[src/rtl/block_pkg.sv]
// Shared constants, widths and state encoding for the block rasteriser.
// Included by the offset counter and the drawer top.
package block_pkg;

  localparam int BLOCK_W  = 4;
  localparam int BLOCK_H  = 4;
  localparam int SCREEN_W = 160;
  localparam int SCREEN_H = 120;
  localparam int COLOUR_W = 3;
  localparam int X_W      = 8;
  localparam int Y_W      = 7;
  localparam int DX_W     = (BLOCK_W > 1) ? $clog2(BLOCK_W) : 1;
  localparam int DY_W     = (BLOCK_H > 1) ? $clog2(BLOCK_H) : 1;

  localparam logic [COLOUR_W-1:0] COLOUR_BLACK = 3'b000;

  typedef enum logic [1:0] {
    IDLE = 2'd0,
    DRAW = 2'd1,
    DONE = 2'd2
  } drawer_state_e;

  // Sums carry one extra bit so an offset past the last column/row is caught.
  function automatic logic in_screen(input logic [X_W:0] sum_x,
                                     input logic [Y_W:0] sum_y);
    return (sum_x < (X_W+1)'(SCREEN_W)) && (sum_y < (Y_W+1)'(SCREEN_H));
  endfunction

endpackage

[src/rtl/block_offset_counter.sv]
// Raster-order dx/dy offset generator for one block; dx advances fastest.
// last flags the final (BLOCK_W-1, BLOCK_H-1) offset.
module block_offset_counter
  import block_pkg::*;
(
  input  logic            clk,
  input  logic            reset,
  input  logic            clear,
  input  logic            enable,
  output logic [DX_W-1:0] dx,
  output logic [DY_W-1:0] dy,
  output logic            last
);

  localparam logic [DX_W-1:0] DX_MAX = DX_W'(BLOCK_W - 1);
  localparam logic [DY_W-1:0] DY_MAX = DY_W'(BLOCK_H - 1);

  logic [DX_W-1:0] dx_q, dx_d;
  logic [DY_W-1:0] dy_q, dy_d;

  // Next offset: clear wins over enable; dx wrap carries into dy.
  always_comb begin
    dx_d = dx_q;
    dy_d = dy_q;
    if (clear) begin
      dx_d = DX_W'(0);
      dy_d = DY_W'(0);
    end else if (enable) begin
      if (dx_q == DX_MAX) begin
        dx_d = DX_W'(0);
        if (dy_q == DY_MAX) begin
          dy_d = DY_W'(0);
        end else begin
          dy_d = dy_q + DY_W'(1);
        end
      end else begin
        dx_d = dx_q + DX_W'(1);
        dy_d = dy_q;
      end
    end else begin
      dx_d = dx_q;
      dy_d = dy_q;
    end
  end

  // Offset registers.
  always_ff @(posedge clk) begin
    if (reset) begin
      dx_q <= DX_W'(0);
      dy_q <= DY_W'(0);
    end else begin
      dx_q <= dx_d;
      dy_q <= dy_d;
    end
  end

  assign dx   = dx_q;
  assign dy   = dy_q;
  assign last = (dx_q == DX_MAX) && (dy_q == DY_MAX);

endmodule

[src/rtl/block_drawer.sv]
// Turns one latched block request into BLOCK_W x BLOCK_H clipped pixel writes,
// then a one-cycle done pulse. All outputs are registered.
module block_drawer
  import block_pkg::*;
(
  input  logic                clk,
  input  logic                reset,
  input  logic                start,
  input  logic [X_W-1:0]      base_x,
  input  logic [Y_W-1:0]      base_y,
  input  logic [COLOUR_W-1:0] colour_in,
  output logic                busy,
  output logic                plot,
  output logic [X_W-1:0]      x_out,
  output logic [Y_W-1:0]      y_out,
  output logic [COLOUR_W-1:0] colour_out,
  output logic                done
);

  drawer_state_e state_q, state_d;

  logic [X_W-1:0]      base_x_q, base_x_d;
  logic [Y_W-1:0]      base_y_q, base_y_d;
  logic [COLOUR_W-1:0] colour_q, colour_d;
  logic                busy_q, busy_d;
  logic                plot_q, plot_d;
  logic                done_q, done_d;
  logic [X_W-1:0]      x_q, x_d;
  logic [Y_W-1:0]      y_q, y_d;
  logic [COLOUR_W-1:0] colour_out_q, colour_out_d;

  logic [DX_W-1:0] dx;
  logic [DY_W-1:0] dy;
  logic            last;
  logic            cnt_clear;
  logic            cnt_enable;
  logic [X_W:0]    sum_x;
  logic [Y_W:0]    sum_y;

  assign cnt_clear  = (state_q == IDLE) && start;
  assign cnt_enable = (state_q == DRAW);

  block_offset_counter u_offset (
    .clk    (clk),
    .reset  (reset),
    .clear  (cnt_clear),
    .enable (cnt_enable),
    .dx     (dx),
    .dy     (dy),
    .last   (last)
  );

  assign sum_x = {1'b0, base_x_q} + (X_W+1)'(dx);
  assign sum_y = {1'b0, base_y_q} + (Y_W+1)'(dy);

  // Next state and registered-output values.
  always_comb begin
    state_d      = state_q;
    base_x_d     = base_x_q;
    base_y_d     = base_y_q;
    colour_d     = colour_q;
    busy_d       = 1'b0;
    plot_d       = 1'b0;
    done_d       = 1'b0;
    x_d          = x_q;
    y_d          = y_q;
    colour_out_d = colour_out_q;
    case (state_q)
      IDLE: begin
        if (start) begin
          base_x_d = base_x;
          base_y_d = base_y;
          colour_d = colour_in;
          busy_d   = 1'b1;
          state_d  = DRAW;
        end else begin
          busy_d   = 1'b0;
          state_d  = IDLE;
        end
      end
      DRAW: begin
        busy_d       = 1'b1;
        plot_d       = in_screen(sum_x, sum_y);
        x_d          = sum_x[X_W-1:0];
        y_d          = sum_y[Y_W-1:0];
        colour_out_d = colour_q;
        if (last) begin
          state_d = DONE;
        end else begin
          state_d = DRAW;
        end
      end
      DONE: begin
        busy_d  = 1'b1;
        done_d  = 1'b1;
        state_d = IDLE;
      end
      default: begin
        state_d = IDLE;
      end
    endcase
  end

  // State, request latch and output registers.
  always_ff @(posedge clk) begin
    if (reset) begin
      state_q      <= IDLE;
      base_x_q     <= X_W'(0);
      base_y_q     <= Y_W'(0);
      colour_q     <= COLOUR_BLACK;
      busy_q       <= 1'b0;
      plot_q       <= 1'b0;
      done_q       <= 1'b0;
      x_q          <= X_W'(0);
      y_q          <= Y_W'(0);
      colour_out_q <= COLOUR_BLACK;
    end else begin
      state_q      <= state_d;
      base_x_q     <= base_x_d;
      base_y_q     <= base_y_d;
      colour_q     <= colour_d;
      busy_q       <= busy_d;
      plot_q       <= plot_d;
      done_q       <= done_d;
      x_q          <= x_d;
      y_q          <= y_d;
      colour_out_q <= colour_out_d;
    end
  end

  assign busy       = busy_q;
  assign plot       = plot_q;
  assign done       = done_q;
  assign x_out      = x_q;
  assign y_out      = y_q;
  assign colour_out = colour_out_q;

endmodule

[config.mk]
export PLATFORM = sky130hd
export DESIGN_NAME = block_drawer
export DESIGN_NICKNAME = d
export VERILOG_FILES = /design/src/rtl/block_pkg.sv /design/src/rtl/block_offset_counter.sv /design/src/rtl/block_drawer.sv
export SDC_FILE = /design/constraint.sdc
export NUM_CORES = 1
export LEC_CHECK = 0
export CORE_ASPECT_RATIO = 1.2
export CORE_MARGIN = 8
export CORE_UTILIZATION = 56
export CTS_BUF_LIST = sky130_fd_sc_hd__clkbuf_8
export CTS_CLUSTER_SIZE = 10
export DETAILED_ROUTE_END_ITERATION = 8
export GPL_TIMING_DRIVEN = 0
export PLACE_DENSITY = 0.87
export SYNTH_ARGS = -nofsm -noshare
export SYNTH_HDL_FRONTEND = slang
export SYNTH_HIERARCHICAL = 1
export SYNTH_SLANG_ARGS = --single-unit
export TNS_END_PERCENT = 50
[constraint.sdc]
create_clock -name clk -period 3.1 [get_ports clk]
set_input_delay 0.62 -clock clk [delete_from_list [all_inputs] [get_ports clk]]
set_output_delay 0.62 -clock clk [all_outputs]
set_load 0.05 [all_outputs]
======== Yosys cells after proc, flatten, opt, wreduce, memory -nomap -nowiden ========
Index checks and enable logic that the tools add are counted.
Widths: inputs -> output; s select.
storage, ports and cells
  bits in writable memories ............... 0
  memories ................................ 0
  output and inout bits ................... 21
  logic and storage cells ................. 40
  ROM bits ................................ 0
  bits in registers ....................... 45
  latch bits .............................. 0
  input bits .............................. 21
operators by class
  reductions and logical operators ........ 9
  $lt $le $gt $ge ......................... 2
  eq/ne operators ......................... 4
  multiply operators ...................... 0
  shift-type cells ........................ 0
  div/mod/pow operators ................... 0
  multiplexer cells ....................... 8
  add/subtract/negate cells ............... 4
  bitwise logic cells ..................... 1
operators by type and width
  cell                 number
  $add 8x2->9          1
  $lt 9x8->1 const B   1
  $add 7x2->8          1
  $lt 8x7->1 const B   1
  $eq 2x2->1 const B   3
  $mux 2               3
  $reduce_or 2->1      3
  $add 2x1->2 const B  2
  $pmux 2 s2           1
  $reduce_and 2->1     2
  $logic_and 1x1->1    3
  $mux 1               3
  $eq 2x1->1 const B   1
  $logic_not 2->1      1
  $pmux 1 s2           1
  $not 1->1            1

======== Logic depth before layout (Yosys ltp) ========
  depth after elaboration ................. 4
  mapped depth ............................ 7
  mapped depth without buffers ............ 7

======== By module ========
The synthesis kept the hierarchy.
by module, submodules not included
  module                cells an instance  times used  area each (µm²)  sequential area each (µm²)
  block_drawer          205                1           1785.5           820.8
  block_offset_counter  19                 1           201.4            80.1

======== Least setup slack after synthesis ========
OpenSTA, ideal clock, no wires.
  path type ............................... flip-flop to flip-flop
  start point ............................. register u_offset.dx_q[0] (netlist: u_offset/dx[0])
  end point ............................... register plot_q (netlist: plot)
  buffers on the path ..................... 0
  period minus slack after synthesis ...... 1744 ps
  arrival time ............................ 1686 ps
  setup slack ............................. 1356 ps
  cell stages (with the launch flop) ...... 6
  data required time ...................... 3042 ps
  setup time .............................. 58 ps
  cell sequence ........................... dfxtp_1 -> ha_1 -> fa_1 -> or4b_1 -> o211ai_2 -> o211a_1
between the ends
  longest elaborated chain between the ends .. 3
ends and longest elaborated chain
  element                 RTL line                    RTL
  start, declared         block_offset_counter.sv:18  logic [DX_W-1:0] dx_q, dx_d;
  start signal, assigned  block_offset_counter.sv:49  dx_q <= DX_W'(0);
  start signal, assigned  block_offset_counter.sv:52  dx_q <= dx_d;
  $add 8x2->9             block_drawer.sv:53          assign sum_x = {1'b0, base_x_q} + (X_W+1)'(dx);
  $lt 9x8->1              block_pkg.sv:26             return (sum_x < (X_W+1)'(SCREEN_W)) && (sum_y < (Y_W+1)'(SCREEN_H));
  $logic_and 1x1->1       block_pkg.sv:26
  end signal, assigned    block_drawer.sv:123         plot_q <= plot_d;
  end, declared           block_drawer.sv:26          logic plot_q, plot_d;
Every way passes these cells.
A chain may end at the register's enable or synchronous reset.

======== Worst setup path in the final report ========
  start point ............................. register colour_out_q[2] (netlist: colour_out[2])
  end point ............................... output port colour_out[2]
RTL lines
  element                 RTL line             RTL
  start, declared         block_drawer.sv:30   logic [COLOUR_W-1:0] colour_out_q, colour_out_d;
  start signal, assigned  block_drawer.sv:127  colour_out_q <= colour_out_d;
  end, declared           block_drawer.sv:16   output logic [COLOUR_W-1:0] colour_out,
No word-level cell between the ends.

==> results.toml <==
[clock_network]
cts_buffers = 5
insertion_delay_ns = 0.30
cts_setup_buffers = 0
path_clk_slew_ns = 0.08
cts_max_level = 2
cts_buffer_depth = 2
cts-root-buf = "clkbuf_8"
cts_resized = 0
holdBufCountCts = 0
cts.sinks = 45
cts_tree = "built"

[setup_path]
crit_family = "buffers and inverters"
cp_max_fo = 2
cp.depth = 1
critPathLaunchType = "flop"
crit_arrival_ns = 1.47
worst-path-buf-inv = 1
worst_setup_path_end_kind = "output port"
reg2regPathDepth = 5
worst-setup-path-type = "flop to output port"
slowest_delay_ns = 0.81
cp_cell_sequence = "clkdlybuf4s50_1"
critPathSlowestCell = "clkdlybuf4s50_1"
required_ns = 2.48

[timing]
slew_violations = 0
worstMarginPinSlew_ns = 0.510
clock_skew_ns = 0.00991
setup-tns-final_ns = 0
relSlewSlack = 0.659
min_period_over_period = 0.674
fin_crit_ns = 2.09
rsz0062_at_grt = "no"
hold_viol = 0
max_freq_mhz = 479
setup_violations = 0

[synth]
ys_warn_count = 6
ys_types = 36
syn_avg_cell_area_um2 = 8.87
synth_cells = 224
ys_seq_area_frac = 0.453
async_flop_share = 0
synth-edff-count = 0
syn_area_mm2 = 0.00199
ys.flop_type = "dfxtp_1"
synth_fp_nets = 257
ys_ff_latch = 45

[die]
coreArea_mm2 = 0.00337
io_pins = 42
start_util = 0.590
die_h_um = 81.3
die_w_um = 70.4
core.rowCount = 23
dieArea_mm2 = 0.00572

[route]
drt-total-wl_mm = 4.46
avgRoutedWirePerCell_um = 14.4
antenna_left = 0
drc = 0
viasPerCell = 5.43
drt_iter0_drc = 72
dr.pass1.iters = 4
dr_total_vias = 1682

[cells_and_area]
layout_common_cells = "dfxtp_1 (45), nand2_1 (43), clkdlybuf4s50_1 (41)"
postLayoutCellArea_mm2 = 0.00254
mostFrequentLayoutCell = "dfxtp_1"
n_antenna_cell = 0
nFillCells = 260
nets = 305
syn2layout_area_growth_pct = 28.1
layout-drive-gt1-share = 0.0659

[run_status]
status = "finished clean"

[grt]
grt_pass1_wl_mm = 7.50
overflow = 0
grt_max_degree = 14
antenna_found_initial = 0
grtUsageTotal = 0.161
grt_pass1_vias = 1703

[place]
gp_congestion = 0.884
port_buffers = 41
hpwl_mm = 3.28
post_dp_cell_area_mm2 = 0.00244

[hold_path]
hp-class = "flop to flop"
holdPathStages = 2

[pwr]
ir_drop_v = 0.000404
power_density_mw_per_mm2 = 495
p_leak_nw = 0.967

[run]
maxCapViolations = 0
## synth_stat cells, drive strengths merged (2+ instances only)
library cell  number  area (um^2)
inv                6         22.5
xnor2              6         52.6
a21bo              2         20.0
and2               2         12.5
buf                5         21.3
a21oi             25          129
a211oi            11         82.6
nand2             43          161
nand2b             2         12.5
dfxtp             45          901
ha                10          125
xor2               5         43.8
fa                 2         40.0
nor3               2         15.0
mux2i              8         80.1
nor2b              3         18.8
nand3              3         20.0
nor2              23         86.3
nand4              2         12.5
clkbuf             7         26.3
## final cells by class
cell class                      instances  area [um^2]  share of cell area
Multi-Input combinational cell        161         1020               0.399
Buffer                                 12         47.5              0.0187
Tap cell                               37         46.3              0.0182
Inverter                                6         22.5             0.00885
Sequential cell                        45          901               0.354
Clock buffer                            7         96.3              0.0379
Timing Repair Buffer                   41          410               0.161
Clock inverter                          1         5.00             0.00197
## stage by stage
| step | hold WS, ns | utilization | worst slack (ns) | power, mW | cells |
|---|---|---|---|---|---|
| 6_report | 0.461 | 0.756 | 1.01 | 1.26 | 310 |
| 3_3_place_gp | 0.444 | 0.726 | 0.840 | 0.869 | 302 |
| 4_1_cts | 0.467 | 0.756 | 1.00 | 1.27 | 310 |
| 3_5_place_dp | 0.450 | 0.726 | 0.822 | 0.876 | 302 |
| 2_1_floorplan | 0.436 | - | 1.36 | 0.789 | 224 |
| 5_1_grt | 0.491 | 0.756 | 0.973 | 1.31 | 310 |
## flip-flops by register name, indices dropped and copies added (netlist names), 3 cells and up
register    cells
base_x_q        8
x_out           8
base_y_q        7
y_out           7
colour_out      3
colour_q        3
## kinds of logic after synthesis
logic type      Yosys count  share of synthesized area
xor+xnor                 11                     0.0485
simple gates             87                      0.200
mux                       9                     0.0460
fa+ha+maj                12                     0.0831
buf+inv                  18                     0.0353
compound gates           42                      0.134
flops                    45                      0.453
## where the power goes
part / switching (mW) / total [mW] / internal [mW]
Sequential: 0.0248 / 0.636 / 0.611
Clock: 0.196 / 0.397 / 0.202
Combinational: 0.136 / 0.226 / 0.0905
Total: 0.356 / 1.26 / 0.903
## path summary, 6_finish.rpt
path	start	end	slack (ns)
worst max-delay path	colour_out[2]$_SDFFE_PP0P_	colour_out[2]	1.01
worst max register to register	u_offset/dx[0]$_SDFFE_PP0P_	plot$_SDFF_PP0_	1.21
worst min-delay path	base_y_q[0]$_SDFFE_PP0P_	base_y_q[0]$_SDFFE_PP0P_	0.46
worst min register to register	base_y_q[0]$_SDFFE_PP0P_	base_y_q[0]$_SDFFE_PP0P_	0.46
## metal layers
layer,track usage,part of all wire,vias to the layer above
li1,-,-,844
met1,0.164,0.42,787
met2,0.291,0.51,41
met3,0.0451,0.046,10
met4,0.0905,0.022,0
met5,0,0,-
(Power assumes the default switching activity.)
